## src/rtl/nn_fc_layer_engine_if.sv

```systemverilog
// Bundle of weight/bias write ports, input beat stream and result stream
// for one fully-connected layer engine.
interface nn_fc_layer_engine_if #(
  parameter int DATA_W = 8,
  parameter int LANES  = 8,
  parameter int N_IN   = 16,
  parameter int N_OUT  = 8
);
  localparam int B       = N_IN / LANES;
  localparam int WADDR_W = (N_OUT * B > 1) ? $clog2(N_OUT * B) : 1;
  localparam int BADDR_W = (N_OUT > 1) ? $clog2(N_OUT) : 1;

  logic                      w_we;
  logic [WADDR_W-1:0]        w_addr;
  logic [LANES*DATA_W-1:0]   w_wdata;
  logic                      b_we;
  logic [BADDR_W-1:0]        b_addr;
  logic [DATA_W-1:0]         b_wdata;
  logic                      in_valid;
  logic                      in_ready;
  logic [LANES*DATA_W-1:0]   in_data;
  logic                      out_valid;
  logic                      out_ready;
  logic [DATA_W-1:0]         out_data;
  logic                      out_last;
  logic                      busy;

  modport master (
    output w_we, w_addr, w_wdata, b_we, b_addr, b_wdata,
    output in_valid, in_data, out_ready,
    input  in_ready, out_valid, out_data, out_last, busy
  );

  modport slave (
    input  w_we, w_addr, w_wdata, b_we, b_addr, b_wdata,
    input  in_valid, in_data, out_ready,
    output in_ready, out_valid, out_data, out_last, busy
  );
endinterface

```

## src/rtl/nn_fc_layer_engine.sv

```systemverilog
// Fully-connected layer: buffers one input vector, sweeps the weight memory
// through LANES parallel multipliers, then streams N_OUT saturated results.
module nn_fc_lane_mul #(
  parameter int DATA_W = 8
) (
  input  logic [DATA_W-1:0]   w,
  input  logic [DATA_W-1:0]   x,
  output logic [2*DATA_W-1:0] p
);
  assign p = $signed({{DATA_W{w[DATA_W-1]}}, w}) * $signed({{DATA_W{x[DATA_W-1]}}, x});
endmodule

module nn_fc_layer_engine #(
  parameter int DATA_W = 8,
  parameter int FRAC   = 4,
  parameter int ACC_W  = 24,
  parameter int N_IN   = 16,
  parameter int LANES  = 8,
  parameter int N_OUT  = 8,
  parameter int RELU   = 1
) (
  input  logic             clk,
  input  logic             rst,
  nn_fc_layer_engine_if.slave bus
);
  localparam int B       = N_IN / LANES;
  localparam int NB      = N_OUT * B;
  localparam int WADDR_W = (NB > 1) ? $clog2(NB) : 1;
  localparam int BADDR_W = (N_OUT > 1) ? $clog2(N_OUT) : 1;
  localparam int BEAT_W  = (B > 1) ? $clog2(B) : 1;
  localparam int PW      = 2 * DATA_W;
  localparam int VW      = LANES * DATA_W;
  localparam logic signed [ACC_W-1:0] SAT_HI = ACC_W'((1 << (DATA_W - 1)) - 1);
  localparam logic signed [ACC_W-1:0] SAT_LO = ~SAT_HI;

  typedef enum logic [1:0] {IDLE, COMPUTE, DRAIN} state_t;
  state_t state, state_n;

  logic [VW-1:0]                wmem [NB];
  logic [DATA_W-1:0]            bmem [N_OUT];
  logic [B-1:0][VW-1:0]         xbuf;
  logic [N_OUT-1:0][DATA_W-1:0] res;
  logic [BEAT_W-1:0]            beat_cnt, d_beat;
  logic [WADDR_W-1:0]           cnt;
  logic [BADDR_W-1:0]           i_neur, d_neur, out_idx;
  logic [1:0]                   vld_pipe;  // [0] address issued, [1] word returned
  logic [VW-1:0]                w_q;
  logic [LANES-1:0][PW-1:0]     prod;
  logic signed [ACC_W-1:0]      acc, sum, acc_next, pre, shr;
  logic [DATA_W-1:0]            post;
  logic                         acc_in, take_out, beat_last, rd_last;

  assign acc_in    = bus.in_valid && (state == IDLE);
  assign take_out  = bus.out_ready && (state == DRAIN);
  assign beat_last = (beat_cnt == BEAT_W'(B - 1));
  assign rd_last   = vld_pipe[1] && (d_beat == BEAT_W'(B - 1)) && (d_neur == BADDR_W'(N_OUT - 1));

  always_ff @(posedge clk) begin
    if (rst) state <= IDLE;
    else     state <= state_n;
  end

  always_comb begin
    state_n       = state;
    bus.in_ready  = 1'b0;
    bus.out_valid = 1'b0;
    bus.out_last  = 1'b0;
    bus.out_data  = '0;
    bus.busy      = 1'b0;
    case (state)
      IDLE: begin
        bus.in_ready = !rst;
        if (bus.in_valid && beat_last) state_n = COMPUTE;
      end
      COMPUTE: begin
        bus.busy = 1'b1;
        if (rd_last) state_n = DRAIN;
      end
      DRAIN: begin
        bus.busy      = 1'b1;
        bus.out_valid = 1'b1;
        bus.out_data  = res[out_idx];
        bus.out_last  = (out_idx == BADDR_W'(N_OUT - 1));
        if (bus.out_ready && bus.out_last) state_n = IDLE;
      end
      default: state_n = IDLE;
    endcase
  end

  // Storage is deliberately outside reset so weights survive a datapath reset.
  always_ff @(posedge clk) begin
    if (state == IDLE && bus.w_we) wmem[bus.w_addr] <= bus.w_wdata;
    if (state == IDLE && bus.b_we) bmem[bus.b_addr] <= bus.b_wdata;
    if (acc_in) xbuf[beat_cnt] <= bus.in_data;
  end

  for (genvar k = 0; k < LANES; k++) begin : g_lane
    nn_fc_lane_mul #(.DATA_W(DATA_W)) u_mul (
      .w (w_q[k*DATA_W +: DATA_W]),
      .x (xbuf[d_beat][k*DATA_W +: DATA_W]),
      .p (prod[k])
    );
  end

  always_comb begin
    sum = '0;
    for (int k = 0; k < LANES; k++)
      sum = sum + {{(ACC_W-PW){prod[k][PW-1]}}, prod[k]};
    acc_next = acc + sum;
    pre      = acc_next + ($signed({{(ACC_W-DATA_W){bmem[d_neur][DATA_W-1]}}, bmem[d_neur]}) <<< FRAC);
    shr      = pre >>> FRAC;
    if (shr > SAT_HI)      post = {1'b0, {(DATA_W-1){1'b1}}};
    else if (shr < SAT_LO) post = {1'b1, {(DATA_W-1){1'b0}}};
    else                   post = shr[DATA_W-1:0];
    if (RELU != 0 && post[DATA_W-1]) post = '0;
  end

  always_ff @(posedge clk) begin
    if (rst) begin
      beat_cnt <= '0;
      cnt      <= '0;
      i_neur   <= '0;
      d_beat   <= '0;
      d_neur   <= '0;
      out_idx  <= '0;
      vld_pipe <= '0;
      w_q      <= '0;
      acc      <= '0;
      res      <= '0;
    end else begin
      w_q      <= wmem[cnt];
      d_beat   <= beat_cnt;
      d_neur   <= i_neur;
      vld_pipe <= {vld_pipe[0], (acc_in && beat_last) || (vld_pipe[0] && cnt != WADDR_W'(NB - 1))};
      // beat_cnt counts input beats in IDLE and issued weight beats in COMPUTE
      if (acc_in || vld_pipe[0])
        beat_cnt <= beat_last ? '0 : beat_cnt + BEAT_W'(1);
      if (vld_pipe[0]) begin
        cnt <= (cnt == WADDR_W'(NB - 1)) ? '0 : cnt + WADDR_W'(1);
        if (beat_last)
          i_neur <= (i_neur == BADDR_W'(N_OUT - 1)) ? '0 : i_neur + BADDR_W'(1);
      end
      if (vld_pipe[1]) begin
        if (d_beat == BEAT_W'(B - 1)) begin
          acc         <= '0;
          res[d_neur] <= post;
        end else begin
          acc <= acc_next;
        end
      end
      if (take_out)
        out_idx <= (out_idx == BADDR_W'(N_OUT - 1)) ? '0 : out_idx + BADDR_W'(1);
    end
  end
endmodule

```

## src/flat_wrapper.sv

```systemverilog
// flat-port wrapper written by rule: the top's interface ports become plain ports
module nn_fc_layer_engine_flat 
#(
  parameter int DATA_W = 8,
  parameter int FRAC   = 4,
  parameter int ACC_W  = 24,
  parameter int N_IN   = 16,
  parameter int LANES  = 8,
  parameter int N_OUT  = 8,
  parameter int RELU   = 1
)
  (clk, rst, bus_w_we, bus_w_addr, bus_w_wdata, bus_b_we, bus_b_addr, bus_b_wdata, bus_in_valid, bus_in_data, bus_out_ready, bus_in_ready, bus_out_valid, bus_out_data, bus_out_last, bus_busy);
  nn_fc_layer_engine_if #(.DATA_W(DATA_W), .LANES(LANES), .N_IN(N_IN), .N_OUT(N_OUT)) bus_i ();
  input  logic clk;
  input  logic rst;
  input wire logic [$bits(bus_i.w_we)-1:0] bus_w_we;
  input wire logic [$bits(bus_i.w_addr)-1:0] bus_w_addr;
  input wire logic [$bits(bus_i.w_wdata)-1:0] bus_w_wdata;
  input wire logic [$bits(bus_i.b_we)-1:0] bus_b_we;
  input wire logic [$bits(bus_i.b_addr)-1:0] bus_b_addr;
  input wire logic [$bits(bus_i.b_wdata)-1:0] bus_b_wdata;
  input wire logic [$bits(bus_i.in_valid)-1:0] bus_in_valid;
  input wire logic [$bits(bus_i.in_data)-1:0] bus_in_data;
  input wire logic [$bits(bus_i.out_ready)-1:0] bus_out_ready;
  output wire logic [$bits(bus_i.in_ready)-1:0] bus_in_ready;
  output wire logic [$bits(bus_i.out_valid)-1:0] bus_out_valid;
  output wire logic [$bits(bus_i.out_data)-1:0] bus_out_data;
  output wire logic [$bits(bus_i.out_last)-1:0] bus_out_last;
  output wire logic [$bits(bus_i.busy)-1:0] bus_busy;
  assign bus_i.w_we = bus_w_we;
  assign bus_i.w_addr = bus_w_addr;
  assign bus_i.w_wdata = bus_w_wdata;
  assign bus_i.b_we = bus_b_we;
  assign bus_i.b_addr = bus_b_addr;
  assign bus_i.b_wdata = bus_b_wdata;
  assign bus_i.in_valid = bus_in_valid;
  assign bus_i.in_data = bus_in_data;
  assign bus_i.out_ready = bus_out_ready;
  assign bus_in_ready = bus_i.in_ready;
  assign bus_out_valid = bus_i.out_valid;
  assign bus_out_data = bus_i.out_data;
  assign bus_out_last = bus_i.out_last;
  assign bus_busy = bus_i.busy;
  nn_fc_layer_engine #(.DATA_W(DATA_W), .FRAC(FRAC), .ACC_W(ACC_W), .N_IN(N_IN), .LANES(LANES), .N_OUT(N_OUT), .RELU(RELU)) u_core (.clk(clk), .rst(rst), .bus(bus_i));
endmodule
```

## config.mk

```make
export PLATFORM = sky130hd
export DESIGN_NAME = nn_fc_layer_engine_flat
export DESIGN_NICKNAME = d
export VERILOG_FILES = /design/src/rtl/nn_fc_layer_engine_if.sv /design/src/rtl/nn_fc_layer_engine.sv /design/src/flat_wrapper.sv
export SDC_FILE = /design/constraint.sdc
export NUM_CORES = 2
export LEC_CHECK = 0
export ABC_AREA = 0
export CORE_ASPECT_RATIO = 0.7
export CORE_MARGIN = 1.5
export CORE_UTILIZATION = 45
export CTS_CLUSTER_SIZE = 25
export DETAILED_ROUTE_END_ITERATION = 8
export PLACE_DENSITY = 0.69
export SLEW_MARGIN = 20
export SYNTH_ARGS = -nofsm -noshare
export SYNTH_HDL_FRONTEND = slang
export SYNTH_SLANG_ARGS = --single-unit
```

## constraint.sdc

```tcl
create_clock -name clk -period 16.75 [get_ports clk]
set_input_delay 3.35 -clock clk [delete_from_list [all_inputs] [get_ports clk]]
set_output_delay 3.35 -clock clk [all_outputs]
set_load 0.005 [all_outputs]
```

==> qor.yml <==
cp_slowest_stage_delay_ns: 0.85
hold_viol: 0
dp.cells: 7417
rsz0062_at_grt: "no"
ys_seq_area_share_pct: 52.22
drc: 0
tightest_slew_ns: 1.125
worst_ep_arrival_time_ns: 13.91
syn_nets: 6110
first_pass_iters: 6
grt_max_degree: 98
syn2layout_area_growth_pct: 11.70
path_common_cell: "fa_1"
fin_util_pct: 50.54
mostFrequentLayoutCell: "edfxtp_1"
port_buffers: 159
yosysWarnings: 0
post-route-period-util_pct: 79.52
overflow: 0
totalWireLength_um: 175400
cp_max_fo: 40
postCtsHoldBufs: 0
vias: 41350
dp_hpwl_um: 117900
status: "finished clean"
clkSinkCount: 1379
layout_min_cycle_time_ns: 13.32
core_sq_um: 168400
wire_per_inst_um: 22.89
fin_nets: 6332
drive_gt1_share_pct: 12.99
synth_area_sq_um: 76180
ys.flop_type: "edfxtp_1"
postSynthAreaPerCell_sq_um: 14.97
max_cap_violations: 0
cts_inserted_buffers: 133
mostFrequentLayoutCells: "edfxtp_1, inv_1, fa_1, mux4_2, ha_1"
slew_viol_final: 0
async_flop_share_pct: 0
final_area_sq_um: 85090
place_congestion: 0.8873
ios: 161
synth_edf_count: 1216
synth_seq_cells: 1379
clockRootBuffer: "clkbuf_16"
drtIter0Drc: 3960
rows: 126
syn_inst: 5090
grt_pass1_vias: 43110
cts-resized-gates: 0
post_cts_buffers: 0
min_path_type: "register to register"
placed_cell_area_sq_um: 80690
die-area_sq_um: 171800
die_x_um: 494.8
cp-start-kind: "register"
tns_ns: 0
clk_pin_slew_ns: 0.06
synth_cell_types: 70
cts_tree: "done"
fmax_ghz: 0.07507
maxSlewHeadroom_pct: 24.73
vias_per_cell: 5.395
fin_skew_ns: 0.04961
ant_nets: 0
grt_pass1_wl_um: 268200
cts_htree_levels: 4
path_class: "register to register"
finalNonFillerCells: 7664
antenna_found_initial: 26
setup_viol: 0
r2r_start: "u_core.d_beat"
crit_required_ns: 17.34
crit_start: "u_core.d_beat"
insertion_delay_ns: 0.78
clockBufferDepth: 3
crit_path_end_kind: "register"
die_h_um: 347.2
initial_core_util_pct: 45.24
hold_start: "u_core.i_neur[1]"
grt.total_usage_pct: 20.82
cp_slowest_cell: "dfxtp_4"
## Yosys cell counts, types with 9 or more instances
cell	n	area [sq um]
mux2i_1	68	680.7
or3_1	9	56.30
nand2_1	183	686.9
and2_1	149	932.1
a211oi_1	66	495.5
a22oi_1	19	142.6
fa_1	589	11790
nor2b_1	225	1408
ha_1	282	3528
clkbuf_1	100	375.4
a21o_1	24	180.2
o21ai_0	33	165.2
xor2_1	25	219.0
a21oi_1	88	440.4
xnor2_1	141	1235
o21bai_1	38	285.3
nor3_1	41	205.2
mux2_2	33	371.6
nor2_1	198	743.2
mux4_2	342	7702
nand3_1	22	110.1
buf_1	34	127.6
or2_2	29	181.4
inv_1	813	3052
edfxtp_1	1216	36520
nand2b_1	49	306.5
dfxtp_1	163	3263
## routing by layer
layer	vias up	routed length, um	track usage (%)
met1	21540	77820	30.43
met5	-	98	0
met2	1325	82630	32.77
met4	14	3080	4.586
met3	216	11780	3.537
li1	18260	-	-
## registers in the layout, summed over array words and instances (netlist names), 2 cells and up
name             count
u_core.i_neur        3
u_core.res          56
u_core.cnt           4
u_core.wmem       1024
u_core.state         2
u_core.acc          24
u_core.w_q          64
u_core.out_idx       3
u_core.bmem         64
u_core.d_neur        3
u_core.vld_pipe      2
u_core.xbuf        128
## critical path, delay by kind of cell (launching register included)
family	cells	cell delay [ns]
AO/OA/AOI/OAI	12	3.07
XOR/XNOR	2	0.39
adder cells (fa/ha/maj)	12	5.56
flip-flops	1	0.85
multiplexers	1	0.48
buffers and inverters	8	0.94
AND/OR/NAND/NOR	7	1.82
## layout make-up
cell class | count | area [sq um]
Multi-Input combinational cell | 2762 | 32970
Sequential cell | 1379 | 39800
Antenna cell | 5 | 12.51
Timing Repair Buffer | 222 | 2074
Clock inverter | 63 | 721.9
Inverter | 814 | 3055
Clock buffer | 179 | 3659
Fill cell | 13900 | 83280
Tap cell | 2240 | 2803
## cells by family (layout without fill, tap and decap cells)
logic type               Yosys count  count (layout)  share of synthesized area [%]
flip-flops                      1379            1379                          52.22
buffers and inverters            949            1278                          4.681
AND/OR/NAND/NOR                  934             934                          6.346
adder cells (fa/ha/maj)          871             871                          20.11
multiplexers                     444             444                          11.52
AO/OA/AOI/OAI                    345             345                          3.175
XOR/XNOR                         167             167                          1.945
other                              1               6                       0.004923
## per-stage QoR
| step | hold slack (ns) | setup slack (ns) |
|---|---|---|
| floorplan | 0.4491 | 4.530 |
| global placement | 0.4616 | 3.082 |
| detailed placement | 0.4744 | 3.005 |
| CTS | 0.4659 | 3.004 |
| global route | 0.4961 | 2.677 |
| finish | 0.4658 | 3.430 |
## path summary, 6_finish.rpt
| path | endpoint | slack, ns | cells after the start |
|---|---|---|---|
| setup / recovery | u_core.res[11] | 3.43 | 42 |
| hold / removal | u_core.d_neur[1] | 0.47 | 1 |
| setup reg to reg | u_core.res[11] | 3.43 | 42 |
| hold reg to reg | u_core.d_neur[1] | 0.47 | 1 |
Power is not shown: default switching activity piles up to over one toggle a cycle in this logic, so the estimate is an artifact.
